===== src/rtl/arb_req_agent.sv =====
// Requester agent for one arbiter port: queues burst commands, requests, and issues handshaked beats.
// Latency: command accepted at T0 -> req at T1 -> first beat at T3 with a free registered-grant arbiter.
// Backpressure: cmd_ready drops when the command FIFO is full; beat_ready low stalls the burst in place.
//
// Ports: clk/rst (async active-high); cmd_valid/cmd_len/cmd_ready/cmd_count (command side);
//        req/grant (arbiter side); beat_valid/beat_last/beat_ready (resource side); busy, err (status).

// Generic synchronous FIFO with registered full/empty/count; power-of-two depth.
// Latency: head entry visible the cycle after it is written.
// Backpressure: pushes while full and pops while empty are ignored.
module sync_fifo #(
    parameter int WIDTH = 8,
    parameter int DEPTH = 4,
    parameter int CNT_W = $clog2(DEPTH) + 1
) (
    input  logic             clk,
    input  logic             rst,
    input  logic             pushVld,
    input  logic [WIDTH-1:0] pushDat,
    input  logic             popVld,
    output logic [WIDTH-1:0] headDat,
    output logic             full,
    output logic             empty,
    output logic [CNT_W-1:0] count
);
    localparam int AW = (DEPTH > 1) ? $clog2(DEPTH) : 1;

    logic [WIDTH-1:0] mem [DEPTH];
    logic [AW-1:0]    wrPtr;
    logic [AW-1:0]    rdPtr;
    logic             doPush;
    logic             doPop;
    logic [CNT_W-1:0] countNxt;

    assign doPush  = pushVld & ~full;
    assign doPop   = popVld & ~empty;
    assign headDat = mem[rdPtr];

    // Simultaneous push and pop leave the occupancy unchanged.
    always_comb begin
        countNxt = count;
        if (doPush && !doPop) begin
            countNxt = count + CNT_W'(1);
        end else if (doPop && !doPush) begin
            countNxt = count - CNT_W'(1);
        end
    end

    always_ff @(posedge clk or posedge rst) begin
        if (rst) begin
            wrPtr <= '0;
            rdPtr <= '0;
            count <= '0;
            full  <= 1'b0;
            empty <= 1'b1;
        end else begin
            if (doPush) begin
                wrPtr <= wrPtr + AW'(1);
            end
            if (doPop) begin
                rdPtr <= rdPtr + AW'(1);
            end
            count <= countNxt;
            full  <= (countNxt == CNT_W'(DEPTH));
            empty <= (countNxt == '0);
        end
    end

    // Storage needs no reset: occupancy tracking masks stale entries.
    always_ff @(posedge clk) begin
        if (doPush) begin
            mem[wrPtr] <= pushDat;
        end
    end
endmodule

module arb_req_agent #(
    parameter int LEN_W = 4,
    parameter int DEPTH = 4,
    parameter int CNT_W = $clog2(DEPTH) + 1
) (
    input  logic             clk,
    input  logic             rst,
    input  logic             cmd_valid,
    input  logic [LEN_W-1:0] cmd_len,
    output logic             cmd_ready,
    output logic [CNT_W-1:0] cmd_count,
    output logic             req,
    input  logic             grant,
    output logic             beat_valid,
    output logic             beat_last,
    input  logic             beat_ready,
    output logic             busy,
    output logic             err
);
    typedef enum logic [3:0] {
        IDLE = 4'b0001,
        REQ  = 4'b0010,
        XFER = 4'b0100,
        REL  = 4'b1000
    } state_t;

    state_t           state;
    logic             reqReg;
    logic             errReg;
    logic [LEN_W-1:0] beatCnt;

    logic             fifoFull;
    logic             fifoEmpty;
    logic [CNT_W-1:0] fifoCount;
    logic [LEN_W-1:0] headLen;
    logic             pushFire;
    logic             popFire;
    logic             beatFire;

    // Registered full, but held off while reset is asserted so nothing is accepted then.
    assign cmd_ready = ~fifoFull & ~rst;
    assign pushFire  = cmd_valid & cmd_ready;
    // The head command is consumed exactly when the grant is seen in REQ.
    assign popFire   = (state == REQ) & grant;

    sync_fifo #(
        .WIDTH (LEN_W),
        .DEPTH (DEPTH),
        .CNT_W (CNT_W)
    ) cmdFifo (
        .clk     (clk),
        .rst     (rst),
        .pushVld (pushFire),
        .pushDat (cmd_len),
        .popVld  (popFire),
        .headDat (headLen),
        .full    (fifoFull),
        .empty   (fifoEmpty),
        .count   (fifoCount)
    );

    // Beats are only offered while the grant is actually held.
    assign beat_valid = (state == XFER) & grant;
    assign beat_last  = beat_valid & (beatCnt == '0);
    assign beatFire   = beat_valid & beat_ready;

    assign cmd_count = fifoCount;
    assign req       = reqReg;
    assign err       = errReg;
    assign busy      = (state != IDLE) | ~fifoEmpty;

    always_ff @(posedge clk or posedge rst) begin
        if (rst) begin
            state   <= IDLE;
            reqReg  <= 1'b0;
            errReg  <= 1'b0;
            beatCnt <= '0;
        end else begin
            case (state)
                IDLE: begin
                    if (grant) begin
                        errReg <= 1'b1;
                    end
                    if (!fifoEmpty) begin
                        state  <= REQ;
                        reqReg <= 1'b1;
                    end
                end
                REQ: begin
                    if (grant) begin
                        state   <= XFER;
                        beatCnt <= headLen;
                    end
                end
                XFER: begin
                    // Lost grant mid-burst: flag it, keep req up, and wait for it to return.
                    if (!grant) begin
                        errReg <= 1'b1;
                    end else if (beatFire) begin
                        if (beatCnt == '0) begin
                            state  <= REL;
                            reqReg <= 1'b0;
                        end else begin
                            beatCnt <= beatCnt - LEN_W'(1);
                        end
                    end
                end
                REL: begin
                    // Hold req low until the arbiter has visibly released us, so it rotates.
                    if (!grant) begin
                        if (!fifoEmpty) begin
                            state  <= REQ;
                            reqReg <= 1'b1;
                        end else begin
                            state <= IDLE;
                        end
                    end
                end
                default: begin
                    state  <= IDLE;
                    reqReg <= 1'b0;
                end
            endcase
        end
    end
endmodule


===== config.mk =====
export PLATFORM = sky130hd
export DESIGN_NAME = arb_req_agent
export DESIGN_NICKNAME = d
export VERILOG_FILES = /design/src/rtl/arb_req_agent.sv
export SDC_FILE = /design/constraint.sdc
export NUM_CORES = 1
export LEC_CHECK = 0
export CAP_MARGIN = 40
export CORE_MARGIN = 1.5
export CORE_UTILIZATION = 56
export CTS_CLUSTER_SIZE = 30
export DETAILED_ROUTE_END_ITERATION = 6
export DONT_BUFFER_PORTS = 1
export PLACE_DENSITY_LB_ADDON = 0.08
export SKIP_LAST_GASP = 1
export SLEW_MARGIN = 25
export SYNTH_ARGS = -nofsm -noshare
export SYNTH_HDL_FRONTEND = slang
export SYNTH_SLANG_ARGS = --single-unit

===== constraint.sdc =====
create_clock -name clk -period 2 [get_ports clk]
set_clock_uncertainty 0.05 [all_clocks]
set_input_delay 0.2 -clock clk [delete_from_list [all_inputs] [get_ports clk]]
set_output_delay 0.2 -clock clk [all_outputs]
set_load 0.05 [all_outputs]

==> results.cfg <==
[cts]
h-tree-depth = 2
path_clk_slew_ps = 110
cts_tree = built
worstSkewPairLatency_ps = 340
clockRootBuffer = clkbuf_4
cts_inserted_buffers = 5
clock_sinks = 35
clock_path_buffers = 2

[power_and_ir_drop]
p_per_area_nw_per_um2 = 1383
power_mw = 3.155
ir_drop_uv = 926.3
p_leak_nw = 0.9164

[drt]
drt_iter0_drc = 142
antenna_left = 0
vias = 1369
vias_per_cell = 5.850
finalWirelength_um = 3765
first_pass_iters = 4
wire_per_inst_um = 16.09
drc = 0

[synthesis]
synth_xor_area_frac = 0.01867
synth_top_cell_by_area = edfxtp_1
synth_most_common_cell = dfrtp_1
synth_top_family_by_area = simple AND/OR/NAND/NOR gates
synth_top_area_frac = 0.2560
synth-compound-area-share = 0.1273
synth-seq-area-share = 0.5107
ys_types = 52
ys_seq_elements = 35
avgSynthCellArea_um2 = 11.80
async_flop_share = 0.5429
synthSimpleGateAreaFrac = 0.2140
syn_area_um2 = 1877
synth_ff_type = dfrtp_1
netlist_instances = 159
synth_common_cells = 17 x dfrtp_1, 16 x edfxtp_1, 16 x nor2_1
synth_nets = 175
synth_area_leaders = edfxtp_1 26%, dfrtp_1 23%, mux4_2 4.8%, ha_1 4.7%, nor2_1 3.2%
synth_edf_count = 16
synth_fa_ha_area_frac = 0.04667
ys_warn_count = 0
synth_mux_area_frac = 0.04800

[timing]
hold_slack_ps = 82.64
layout_setup_ws_ps = 29.78
slew_violations = 0
min_period_ps = 1970
fmax_mhz = 507.6
hold_viol = 0
fin_setup_tns_ps = 0
setup_viol = 0
min_period_over_period = 0.9851
rsz0062_at_grt = true
relSlewSlack = 0.6242
worstMarginPinSlew_ps = 563.7

[finish]
final-instance-count-excl-fill = 234
nNetsFinal = 205
syn_to_final_growth_pct = 21.53
layout-drive-gt1-share = 0.2684
antennaDiodeCount = 0

[die]
die_height_um = 60.89
core_region_area_um2 = 3128
die_area_um2 = 3708
chipWidth_um = 60.89
num_rows = 20
io_pins = 18
start_util = 0.6000

[status]
status = complete, no violations

[critical_path]
worst-setup-path-type = reg -> out
path_common_cell = buf_4
r2r_end = cmdFifo.empty$_DFF_PP1_
path_cells = buf_4 -> nor4b_4 -> buf_4 -> and3_1 -> buf_6
critPathMaxStageDelay_ps = 390
reg2reg_from = state[0]$_DFFE_PP1P_
endpoint_kind = output pin
cp_slowest_cell = dfstp_2
start_kind = register
cp_max_fo = 10
required_ps = 1750
r2r_cells = 5
regToRegSetupSlack_ps = 40
critPathArrivalTime_ps = 1720

[min_path]
hold_start = grant
whs_path_depth = 2
min_to = err$_DFFE_PP0P_
min_path_type = in -> reg

[placement]
hpwlAfterDp_um = 2537
portBuffers = 0
placed_cells = 212
place_worst_setup_slack_ps = -19.35
gp_congestion = 0.7686

[global_routing]
grt_usage = 0.2254
grt_pass1_wl_um = 5920
antenna_found_initial = 0
grt_max_degree = 20
grt_pass1_vias = 1278
grt-ovfl-total = 0

[flow_run]
cap_viol_max_count = 0
## registers in the layout (all words and copies together) (netlist names)
name / count
cmdFifo.full: 1
cmdFifo.mem: 16
beatCnt: 4
req: 1
state: 4
cmdFifo.empty: 1
cmdFifo.count: 3
cmdFifo.wrPtr: 2
err: 1
cmdFifo.rdPtr: 2
## stage by stage
step	util	cell area [µm²]
6_report	0.7292	2281
4_1_cts	0.6988	2186
2_1_floorplan	-	1877
5_1_grt	0.7292	2281
3_5_place_dp	0.6436	2013
3_3_place_gp	0.6436	2013
## worst max-delay path by stage
stage	slack, ps	cells after the start	end	start
2_1_floorplan	50	6	beatCnt[2]$_DFFE_PP0P_	beatCnt[0]$_DFFE_PP0P_
3_3_place_gp	100	7	beatCnt[1]$_DFFE_PP0P_	beatCnt[0]$_DFFE_PP0P_
3_5_place_dp	-20	7	beatCnt[1]$_DFFE_PP0P_	beatCnt[0]$_DFFE_PP0P_
4_1_cts	-20	5	beat_last	state[0]$_DFFE_PP1P_
5_1_grt	-30	5	beat_last	state[0]$_DFFE_PP1P_
6_report	30	5	beat_last	state[0]$_DFFE_PP1P_
## metal layers
layer	part of all wire	GRT usage	vias up
met5	0	0	-
met4	0.016	0.06522	0
met3	0.052	0.07249	9
met2	0.48	0.3564	44
met1	0.45	0.3010	662
li1	-	-	654
## worst max-delay path: cells and delay by family, from the launching register on
family        cells  cell delay [ps]
buf+inv           3              510
simple gates      2              470
flops             1              390
## layout make-up
cell class              count  area, µm²
clock inverters             3      38.79
multi-input cells         109      902.1
well taps                  44      55.05
inverters                   9      33.78
clock buffers               5      37.54
repair buffers             29      254.0
fillers                   213      847.1
flip-flops and latches     35      959.7
## logic make-up after synthesis
kind of cell / after synthesis
compound gates: 33
flops: 35
xor+xnor: 4
simple gates: 61
mux: 4
buf+inv: 15
fa+ha+maj: 7
## layout by cell type (no fill, tap or decap), drive strengths merged, types with 3 or more instances in the layout
master,n
edfxtp,16
dlygate4sd3,7
a211oi,4
nand2b,3
xnor2,3
buf,22
a31oi,3
ha,7
o21ai,3
nor3,5
nor3b,4
nand3,4
a21oi,7
inv,9
nand2,6
dfrtp,17
mux4,4
nor2,16
and2,6
clkbuf,5
## where the power goes
| group | switching [mW] | leakage (nW) | internal [mW] |
|---|---|---|---|
| Clock | 0.242 | 0.0426 | 0.257 |
| Combinational | 0.718 | 0.508 | 0.675 |
| Sequential | 0.293 | 0.366 | 0.970 |
| Total | 1.25 | 0.916 | 1.90 |
## repair_timing
action / CTS / global route
setup buffers: 2 / 4
pin swaps: 0 / 5
hold endpoints to repair: 37 / 3
hold buffers: 6 / 1
resized for setup: 4 / 8
setup endpoints to repair: 5 / 7
Power figures use the tool's default switching activity.
